### src/rtl/svm_pkg.sv
// Shared types and helpers for the SVM classification sequencer.
package svm_pkg;

    localparam int DATA_W = 32;

    typedef enum logic [1:0] {
        IDLE   = 2'd0,
        RUN    = 2'd1,
        DRAIN  = 2'd2,
        RESULT = 2'd3
    } seq_state_t;

    // Per-beat datapath markers, registered together so they move as one bundle.
    typedef struct packed {
        logic valid;
        logic first;
        logic last;
        logic vstart;
        logic vend;
    } marker_t;

    // Counter/address width that stays at least one bit for degenerate sizes.
    function automatic int clog2_min1(input int n);
        return (n <= 2) ? 1 : $clog2(n);
    endfunction

endpackage

### src/rtl/svm_sequencer_delay_line.sv
// Fixed-depth shift register carrying a data word and its valid tag.
module delay_line #(
    parameter int DEPTH = 3,
    parameter int WIDTH = 32
) (
    input  logic             clk,
    input  logic             rst_n,
    input  logic             in_valid,
    input  logic [WIDTH-1:0] in_data,
    output logic             out_valid,
    output logic [WIDTH-1:0] out_data
);

    logic [DEPTH-1:0] valid_q, valid_d;
    logic [WIDTH-1:0] data_q [DEPTH];
    logic [WIDTH-1:0] data_d [DEPTH];

    always_comb begin
        valid_d[0] = in_valid;
        data_d[0]  = in_data;
        for (int k = 1; k < DEPTH; k++) begin
            valid_d[k] = valid_q[k-1];
            data_d[k]  = data_q[k-1];
        end
    end

    always_ff @(posedge clk or negedge rst_n) begin
        if (!rst_n) begin
            valid_q <= '0;
            for (int k = 0; k < DEPTH; k++) begin
                data_q[k] <= '0;
            end
        end else begin
            valid_q <= valid_d;
            for (int k = 0; k < DEPTH; k++) begin
                data_q[k] <= data_d[k];
            end
        end
    end

    assign out_valid = valid_q[DEPTH-1];
    assign out_data  = data_q[DEPTH-1];

endmodule

### src/rtl/svm_sequencer.sv
// Sequencer for one SVM classification pass: load test vector, stream NUM_SV
// support vectors with markers, align alpha to kernel latency, return label.
// Optional SVM_SEQ_PERF_EN adds a saturating perf_cycles counter port.
//
//   state  | meaning
//   IDLE   | accepting test elements into the local buffer
//   RUN    | issuing one support-vector element per cycle
//   DRAIN  | all elements issued, waiting for the datapath label
//   RESULT | label held on res_* until consumed
module svm_sequencer
    import svm_pkg::*;
#(
    parameter int DIM        = 8,
    parameter int NUM_SV     = 16,
    parameter int KERNEL_LAT = 3,
    parameter int SV_AW      = clog2_min1(NUM_SV * DIM),
    parameter int AL_AW      = clog2_min1(NUM_SV)
) (
    input  logic              clk,
    input  logic              rst_n,
    input  logic              load_valid,
    input  logic [DATA_W-1:0] load_data,
    output logic              load_ready,
    output logic              sv_rd_en,
    output logic [SV_AW-1:0]  sv_addr,
    input  logic [DATA_W-1:0] sv_rdata,
    output logic              al_rd_en,
    output logic [AL_AW-1:0]  al_addr,
    input  logic [DATA_W-1:0] al_rdata,
    output logic [DATA_W-1:0] test,
    output logic [DATA_W-1:0] support_vector,
    output logic [DATA_W-1:0] alpha,
    output logic              in_valid,
    output logic              in_start,
    output logic              in_end,
    output logic              vector_start,
    output logic              vector_end,
    input  logic              label,
    input  logic              label_valid,
    output logic              res_label,
    output logic              res_valid,
    input  logic              res_ready,
    output logic              busy
`ifdef SVM_SEQ_PERF_EN
    ,
    output logic [31:0]       perf_cycles
`endif
);

    localparam int EW    = clog2_min1(DIM);
    localparam int SW    = clog2_min1(NUM_SV);
    localparam int BUF_N = 1 << EW;

    localparam logic [EW-1:0]    ELEM_LAST = EW'(DIM - 1);
    localparam logic [SW-1:0]    SV_LAST   = SW'(NUM_SV - 1);
    localparam logic [SV_AW-1:0] ADDR_LAST = SV_AW'(NUM_SV * DIM - 1);

    seq_state_t        state_q, state_d;
    logic [EW-1:0]     ld_idx_q, ld_idx_d;
    logic [EW-1:0]     elem_idx_q, elem_idx_d;
    logic [SW-1:0]     sv_idx_q, sv_idx_d;
    logic [SV_AW-1:0]  addr_q, addr_d;
    logic [DATA_W-1:0] tbuf_q [BUF_N];
    logic [DATA_W-1:0] tbuf_d [BUF_N];
    logic [DATA_W-1:0] test_q, test_d;
    marker_t           mark_q, mark_d;
    logic [DATA_W-1:0] al_hold_q, al_hold_d;
    logic [DATA_W-1:0] alpha_q, alpha_d;
    logic              res_label_q, res_label_d;
    logic              res_valid_q, res_valid_d;

    logic              load_fire;
    logic              issue_last;
    logic              dl_valid;
    logic [DATA_W-1:0] dl_data;

    assign load_fire  = load_valid && (state_q == IDLE);
    assign issue_last = (elem_idx_q == ELEM_LAST) && (sv_idx_q == SV_LAST);

    // ---------------- state register ----------------
    always_ff @(posedge clk or negedge rst_n) begin
        if (!rst_n) begin
            state_q <= IDLE;
        end else begin
            state_q <= state_d;
        end
    end

    // ---------------- next-state logic ----------------
    always_comb begin
        state_d = state_q;
        unique case (state_q)
            IDLE:    if (load_fire && (ld_idx_q == ELEM_LAST)) state_d = RUN;
            RUN:     if (issue_last)                           state_d = DRAIN;
            DRAIN:   if (label_valid)                          state_d = RESULT;
            RESULT:  if (res_ready)                            state_d = IDLE;
            default:                                           state_d = IDLE;
        endcase
    end

    // ---------------- output decode ----------------
    always_comb begin
        load_ready = 1'b0;
        busy       = 1'b1;
        sv_rd_en   = 1'b0;
        al_rd_en   = 1'b0;
        unique case (state_q)
            IDLE: begin
                load_ready = 1'b1;
                busy       = 1'b0;
            end
            RUN: begin
                sv_rd_en = 1'b1;
                al_rd_en = (elem_idx_q == '0);
            end
            default: ;
        endcase
    end

    // ---------------- counters, buffer, beat markers ----------------
    always_comb begin
        ld_idx_d    = ld_idx_q;
        elem_idx_d  = elem_idx_q;
        sv_idx_d    = sv_idx_q;
        addr_d      = '0;
        tbuf_d      = tbuf_q;
        test_d      = test_q;
        mark_d      = '0;
        res_label_d = res_label_q;
        res_valid_d = res_valid_q;

        if (load_fire) begin
            tbuf_d[ld_idx_q] = load_data;
            ld_idx_d = (ld_idx_q == ELEM_LAST) ? '0 : ld_idx_q + EW'(1);
        end

        if (state_q == RUN) begin
            test_d        = tbuf_q[elem_idx_q];
            mark_d.valid  = 1'b1;
            mark_d.first  = (elem_idx_q == '0) && (sv_idx_q == '0);
            mark_d.last   = issue_last;
            mark_d.vstart = (elem_idx_q == '0);
            mark_d.vend   = (elem_idx_q == ELEM_LAST);
            addr_d        = (addr_q == ADDR_LAST) ? '0 : addr_q + SV_AW'(1);
            if (elem_idx_q == ELEM_LAST) begin
                elem_idx_d = '0;
                sv_idx_d   = (sv_idx_q == SV_LAST) ? '0 : sv_idx_q + SW'(1);
            end else begin
                elem_idx_d = elem_idx_q + EW'(1);
            end
        end

        if ((state_q == DRAIN) && label_valid) begin
            res_label_d = label;
            res_valid_d = 1'b1;
        end else if ((state_q == RESULT) && res_ready) begin
            res_valid_d = 1'b0;
        end
    end

    always_ff @(posedge clk or negedge rst_n) begin
        if (!rst_n) begin
            ld_idx_q    <= '0;
            elem_idx_q  <= '0;
            sv_idx_q    <= '0;
            addr_q      <= '0;
            test_q      <= '0;
            mark_q      <= '0;
            res_label_q <= 1'b0;
            res_valid_q <= 1'b0;
        end else begin
            ld_idx_q    <= ld_idx_d;
            elem_idx_q  <= elem_idx_d;
            sv_idx_q    <= sv_idx_d;
            addr_q      <= addr_d;
            test_q      <= test_d;
            mark_q      <= mark_d;
            res_label_q <= res_label_d;
            res_valid_q <= res_valid_d;
        end
    end

    // Buffer contents are don't-care after reset, so it carries no reset.
    always_ff @(posedge clk) begin
        tbuf_q <= tbuf_d;
    end

    // ---------------- alpha alignment ----------------
    // al_rdata is only valid on the vector_start beat; hold it so a later
    // vector_end beat can push the same SV's alpha into the delay line.
    always_comb begin
        al_hold_d = mark_q.vstart ? al_rdata : al_hold_q;
        alpha_d   = dl_valid ? dl_data : alpha_q;
    end

    always_ff @(posedge clk or negedge rst_n) begin
        if (!rst_n) begin
            al_hold_q <= '0;
            alpha_q   <= '0;
        end else begin
            al_hold_q <= al_hold_d;
            alpha_q   <= alpha_d;
        end
    end

    delay_line #(
        .DEPTH (KERNEL_LAT),
        .WIDTH (DATA_W)
    ) u_alpha_dl (
        .clk       (clk),
        .rst_n     (rst_n),
        .in_valid  (mark_q.vend),
        .in_data   (al_hold_d),
        .out_valid (dl_valid),
        .out_data  (dl_data)
    );

`ifdef SVM_SEQ_PERF_EN
    logic [31:0] perf_cnt_q, perf_cnt_d;
    logic [31:0] perf_q, perf_d;

    always_comb begin
        perf_cnt_d = '0;
        perf_d     = perf_q;
        if ((state_q == RUN) || (state_q == DRAIN)) begin
            perf_cnt_d = (perf_cnt_q == '1) ? perf_cnt_q : perf_cnt_q + 32'd1;
        end
        if ((state_q == DRAIN) && label_valid) begin
            perf_d = perf_cnt_d;
        end
    end

    always_ff @(posedge clk or negedge rst_n) begin
        if (!rst_n) begin
            perf_cnt_q <= '0;
            perf_q     <= '0;
        end else begin
            perf_cnt_q <= perf_cnt_d;
            perf_q     <= perf_d;
        end
    end

    assign perf_cycles = perf_q;
`endif

    assign sv_addr        = addr_q;
    assign al_addr        = AL_AW'(sv_idx_q);
    assign test           = test_q;
    assign support_vector = sv_rdata;
    assign alpha          = dl_valid ? dl_data : alpha_q;
    assign in_valid       = mark_q.valid;
    assign in_start       = mark_q.first;
    assign in_end         = mark_q.last;
    assign vector_start   = mark_q.vstart;
    assign vector_end     = mark_q.vend;
    assign res_label      = res_label_q;
    assign res_valid      = res_valid_q;

endmodule

### config.mk
export PLATFORM = sky130hd
export DESIGN_NAME = svm_sequencer
export DESIGN_NICKNAME = d
export VERILOG_FILES = /design/src/rtl/svm_pkg.sv /design/src/rtl/svm_sequencer_delay_line.sv /design/src/rtl/svm_sequencer.sv
export SDC_FILE = /design/constraint.sdc
export NUM_CORES = 1
export LEC_CHECK = 0
export ABC_CLOCK_PERIOD_IN_PS = 4070
export CAP_MARGIN = 20
export CORE_ASPECT_RATIO = 0.8
export CORE_MARGIN = 3
export CORE_UTILIZATION = 55
export CTS_BUF_LIST = sky130_fd_sc_hd__clkbuf_16
export CTS_CLUSTER_SIZE = 20
export DETAILED_ROUTE_END_ITERATION = 10
export PLACE_DENSITY = 0.86
export SETUP_SLACK_MARGIN = 0.1
export SLEW_MARGIN = 20
export SYNTH_ARGS = -nofsm -noshare
export SYNTH_HDL_FRONTEND = slang
export SYNTH_SLANG_ARGS = --single-unit
### constraint.sdc
create_clock -name clk -period 4.07 [get_ports clk]
set_input_delay 0.407 -clock clk [delete_from_list [all_inputs] [get_ports clk]]
set_output_delay 0.407 -clock clk [all_outputs]
set_load 0.02 [all_outputs]
==> results.json, run 1 <==
{
  "core.rowCount": 56,
  "clkLatencyLatePin_ps": 550,
  "yosysSeqAreaShare": 0.744,
  "drcViolationCount": 0,
  "timing.final.ws_setup_ps": 773,
  "post-route-period-util": 0.810,
  "clock.fmax_ghz": 0.303,
  "ctsResizeCount": 0,
  "r2r-start": "elem_idx_q[0]",
  "tightest_slew_ps": 1110,
  "hp-class": "input pin to asynchronous set/reset pin",
  "max-cap-violations": 0,
  "cts_hold_buf": 0,
  "crit_path_max_fanout": 18,
  "die_h_um": 162,
  "fin_crit_ps": 3300,
  "fillers": 1975,
  "crit_arrival_ps": 2890,
  "synthCells": 981,
  "place_area_sq_um": 18400,
  "grt.total_usage": 0.210,
  "final_antenna_net_count": 0,
  "die_x_um": 201,
  "rsz0062_at_grt": "false",
  "tritoncts": "done",
  "cts.sinks": 445,
  "cp.required_ps": 3660,
  "htree_levels": 2,
  "syn_to_final_growth_pct": 18.2,
  "grt_pass1_wl_um": 53300,
  "drv_slew": 0,
  "gp_congestion": 0.747,
  "die-area_sq_um": 32500,
  "grt_pass1_vias": 9431,
  "finalSetupViolations": 0,
  "core_area_sq_um": 29600,
  "dr.pass1.iters": 5,
  "power_mw": 8.70,
  "antenna_found_initial": 4,
  "cts-buffers-inserted": 41,
  "r2r_setup_slack_ps": 1510,
  "ys_warn_count": 0,
  "hold_ws_ps": 4.43,
  "port_buffers": 155,
  "drive_above_1_share": 0.135,
  "ys.flop_type": "edfxtp_1",
  "reg2reg_depth": 6,
  "fin_setup_tns_ps": 0,
  "drt_iter0_markers": 748,
  "postCtsSetupBuffers": 0,
  "p_leak_nw": 7.61,
  "clk_path_buf_depth": 3,
  "final_cell_mix": "256 x edfxtp_1, 186 x dfrtp_1, 154 x clkdlybuf4s50_1",
  "slew_headroom": 0.258,
  "skew_ps": 17.6,
  "synth.distinct_cells": 39,
  "totalWireLength_um": 34200,
  "synth_nets": 1096,
  "start_util": 0.564,
  "pin_count": 220,
  "viasPerCell": 5.73,
  "end_kind": "output pin",
  "startpoint_type": "register",
  "design_area_sq_um": 19700,
  "synth_edf_count": 256,
  "synthesis.area_sq_um": 16700,
  "r2r-end": "state_q[1]",
  "synth-seq-cells": 445,
  "cts.clk_slew.worst_paths_ps": 70,
  "preCtsSetupSlack_ps": 1330,
  "criticalPathCategory": "register to output pin",
  "dpl.hpwl_um": 20000,
  "grt_max_degree": 115,
  "grt_overflow": 0,
  "outcome": "completed",
  "num_vias": 8916,
  "async_reset_ff_frac": 0.425,
  "p_per_area_nw_per_um2": 441,
  "layout.nets": 1231,
  "avgRoutedWirePerCell_um": 22.0,
  "syn_avg_cell_area_sq_um": 17.0,
  "finalHoldViolCount": 0,
  "layout_commonest_cell": "edfxtp_1",
  "peakVddDrop_uv": 303,
  "cts_root_buf": "clkbuf_16"
}
-- worst max-delay path: stages (launching register included) --
cell	delay, ps
dfrtp_4	480
clkinv_1	400
ha_1	230
nor3b_1	500
clkdlybuf4s50_1	720
-- area by class of cell --
type / instances / area (sq um) / area share
antenna: 3 / 7.51 / 0.000381
clock buffer: 42 / 1050 / 0.0533
clock inverter: 32 / 209 / 0.0106
inverter: 11 / 41.3 / 0.00209
multi-input combinational: 443 / 3760 / 0.191
sequential: 445 / 12400 / 0.630
tap: 406 / 508 / 0.0258
timing repair buffer: 174 / 1720 / 0.0871
-- routing by layer --
| metal | vias up | part of all wire | GRT usage |
|---|---|---|---|
| met5 | - | 0.00064 | 0 |
| met4 | 4 | 0.027 | 0.0823 |
| met3 | 71 | 0.064 | 0.0439 |
| met2 | 351 | 0.48 | 0.338 |
| met1 | 4563 | 0.43 | 0.287 |
| li1 | 3927 | - | - |
-- cell usage after synthesis, types with 8 or more instances --
master | count | area, sq um
o21ai_0 | 8 | 40.0
mux2_2 | 64 | 721
dfrtp_1 | 189 | 4730
nor2_1 | 13 | 48.8
a41o_1 | 32 | 320
inv_1 | 9 | 33.8
clkbuf_1 | 12 | 45.0
buf_2 | 23 | 115
nand3_1 | 71 | 355
buf_4 | 45 | 338
a22oi_1 | 32 | 240
edfxtp_1 | 256 | 7690
nand2_1 | 11 | 41.3
ha_1 | 13 | 163
mux2i_1 | 129 | 1290
nor2b_1 | 36 | 225
-- metrics by stage --
step | std cells | util
after floorplan | 981 | -
after CTS | 1552 | 0.666
final | 1556 | 0.667
after global placement | 1478 | 0.623
after global routing | 1555 | 0.667
after detailed placement | 1478 | 0.623
-- power breakdown --
| group | internal [mW] | switching [mW] | leakage (nW) |
|---|---|---|---|
| clock | 2.00 | 1.61 | 0.660 |
| sequential | 4.84 | 0.0204 | 4.52 |
| combinational | 0.111 | 0.119 | 2.43 |
| total | 6.95 | 1.75 | 7.61 |
-- how the worst max path moves through the flow --
| stage | startpoint | to | slack, ps |
|---|---|---|---|
| finish | elem_idx_q[0] | al_rd_en | 770 |
| global route | elem_idx_q[0] | al_rd_en | 650 |
| CTS | elem_idx_q[0] | al_rd_en | 730 |
| detailed placement | elem_idx_q[0] | al_rd_en | 1330 |
| global placement | elem_idx_q[0] | al_rd_en | 1390 |
| floorplan | state_q[0] | tbuf_q[100] | 350 |
-- state kept, by name, indices dropped and copies added, names as in the netlist, 2 cells and up --
signal	cells
tbuf_q	256
u_alpha_dl.data_d	64
alpha_q	32
test	32
u_alpha_dl.out_data	32
sv_addr	7
al_addr	4
elem_idx_q	3
ld_idx_q	3
u_alpha_dl.valid_q	3
state_q	2
-- kinds of logic after synthesis --
logic type,Yosys count,share of synthesized area
xor+xnor,4,0.00210
buf+inv,93,0.0329
mux,197,0.123
flops,445,0.744
fa+ha+maj,13,0.00975
compound gates,80,0.0404
simple gates,149,0.0474
Power figures use the tool's default switching activity.
==> run 2, diff against run 1 <==
--- a/config.mk
+++ b/config.mk
@@ -5,7 +5,7 @@
 export SDC_FILE = /design/constraint.sdc
 export NUM_CORES = 1
 export LEC_CHECK = 0
-export ABC_CLOCK_PERIOD_IN_PS = 4070
+export ABC_CLOCK_PERIOD_IN_PS = 3200
 export CAP_MARGIN = 20
 export CORE_ASPECT_RATIO = 0.8
 export CORE_MARGIN = 3
==> constraint.sdc (replaced) <==
create_clock -name clk -period 3.2 [get_ports clk]
set_input_delay 0.32 -clock clk [delete_from_list [all_inputs] [get_ports clk]]
set_output_delay 0.32 -clock clk [all_outputs]
set_load 0.02 [all_outputs]
==> run 2 against run 1 <==
Core utilization increased by 0.32 points. Register-to-register slack got worse by 880 ps. Clock skew increased by 1.2 ps. Sequential power increased by 27%. Cell area increased by 0.48%. Highest routed layer unchanged. Via count increased by 0.26%. Flip-flop and latch count unchanged. Count of clock-buffer cells in the layout increased by 1. Clock power increased by 25%. Die area unchanged. Sequential share of layout area decreased by 0.30 points. First-iteration DRC count decreased by 9.2%. Largest cell class unchanged.
==> results.json, run 2 (same netlist as run 1, synthesis figures left out) <==
{
  "tritoncts": "done",
  "core_area_sq_um": 29600,
  "dr.pass1.iters": 5,
  "fin_crit_ps": 2900,
  "drt_iter0_markers": 679,
  "clk_path_buf_depth": 3,
  "hold_ws_ps": 339,
  "final_antenna_net_count": 0,
  "viasPerCell": 5.72,
  "hp-class": "register to register",
  "layout_commonest_cell": "edfxtp_1",
  "grt_pass1_vias": 9407,
  "totalWireLength_um": 34800,
  "drv_slew": 0,
  "largest_reg_flops": 256,
  "start_util": 0.564,
  "die-area_sq_um": 32500,
  "syn_to_final_growth_pct": 18.7,
  "die_h_um": 162,
  "num_vias": 8939,
  "drive_above_1_share": 0.140,
  "die_x_um": 201,
  "clkLatencyLatePin_ps": 540,
  "tightest_slew_ps": 850,
  "p_per_area_nw_per_um2": 555,
  "diodes": 0,
  "finalSetupViolations": 0,
  "port_buffers": 155,
  "final_cell_mix": "256 x edfxtp_1, 186 x dfrtp_1, 154 x clkdlybuf4s50_1",
  "avgRoutedWirePerCell_um": 22.3,
  "htree_levels": 2,
  "skew_ps": 18.8,
  "outcome": "completed",
  "p_leak_nw": 7.65,
  "peakVddDrop_uv": 449,
  "gp_congestion": 0.746,
  "dpl.hpwl_um": 20600,
  "clock.fmax_ghz": 0.345,
  "finalHoldViolCount": 0,
  "slew_headroom": 0.433,
  "cp.required_ps": 2880,
  "cts_root_buf": "clkbuf_16",
  "core.rowCount": 56,
  "end_kind": "output pin",
  "drcViolationCount": 0,
  "postCtsSetupBuffers": 0,
  "cts.sinks": 445,
  "fin_setup_tns_ps": 0,
  "grt.total_usage": 0.215,
  "grt_overflow": 0,
  "grt_max_degree": 113,
  "largest_register": "tbuf_q",
  "antenna_found_initial": 1,
  "crit_path_max_fanout": 5,
  "criticalPathCategory": "register to output pin",
  "post-route-period-util": 0.906,
  "grt_pass1_wl_um": 54900,
  "crit_arrival_ps": 2580,
  "cts.clk_slew.worst_paths_ps": 60,
  "layout.nets": 1237,
  "cts-buffers-inserted": 42,
  "pin_count": 220,
  "max-cap-violations": 0,
  "rsz0062_at_grt": "false",
  "startpoint_type": "register"
}
## run 2: changes by cell type in the layout (fill, tap and decap cells not counted), moves of 3 or more
cell      change
clkinv_2      +4
buf_12        +4
nor2_4        +4
diode_2       -3
nor2_2        -4
## run 2: metrics by stage
stage | cells | power, mW | area (sq um) | setup WS (ps) | utilization
3_5_place_dp | 1483 | 6.60 | 18600 | 761 | 0.628
5_1_grt | 1562 | 11.4 | 19800 | 207 | 0.670
4_1_cts | 1562 | 11.1 | 19800 | 156 | 0.670
2_1_floorplan | 981 | 6.42 | 16700 | 384 | -
3_3_place_gp | 1483 | 6.58 | 18600 | 788 | 0.628
6_report | 1562 | 11.0 | 19800 | 302 | 0.670
## run 2: worst max-delay path, cell delays in order, from the launching register on
cell and delay, ps:
dfrtp_1 410, inv_1 150, ha_4 150, inv_1 80, nor3b_1 510, clkdlybuf4s50_1 740
## run 2: repair_timing
| item | in CTS | in global routing |
|---|---|---|
| endpoints found under the hold margin | 110 | 0 |
| gates resized for setup | 0 | 1 |
| setup endpoints to repair | 0 | 1 |
| hold buffers | 1 | 0 |
## run 2: path summary, 6_finish.rpt
check / cells past startpoint / from / slack [ps] / to
min: 0 / u_alpha_dl.data_d[28] / 340 / u_alpha_dl.out_data[28]
max: 5 / state_q[1] / 300 / al_rd_en
max in group asynchronous: 3 / rst_n / 1760 / test[18]
min reg2reg: 0 / u_alpha_dl.data_d[28] / 340 / u_alpha_dl.out_data[28]
max reg2reg: 5 / elem_idx_q[1] / 630 / test[12]
min in group asynchronous: 2 / rst_n / 460 / alpha_q[8]
## run 2: area by class of cell
type                    count  area, sq um
repair buffers            179         1790
multi-input cells         443         3800
fillers                  1903         9750
clock inverters            35          173
clock buffers              43         1080
flip-flops and latches    445        12400
well taps                 406          508
inverters                  11         41.3
## run 2: metal layers
layer / global-route usage / share of wire / vias to the layer above / wire length, um
met5: 0 / 0.00037 / - / 13
met4: 0.0575 / 0.018 / 2 / 627
met3: 0.0461 / 0.069 / 60 / 2390
met2: 0.353 / 0.49 / 376 / 17100
met1: 0.298 / 0.42 / 4560 / 14600
li1: - / - / 3941 / -
## run 2: report_power, final
part           internal [mW]  switching [mW]  total, mW  leakage [nW]
Sequential              6.16          0.0269       6.18          4.52
Clock                   2.45            2.07       4.52         0.667
Combinational          0.143           0.157      0.300          2.47
Total                   8.75            2.25       11.0          7.65
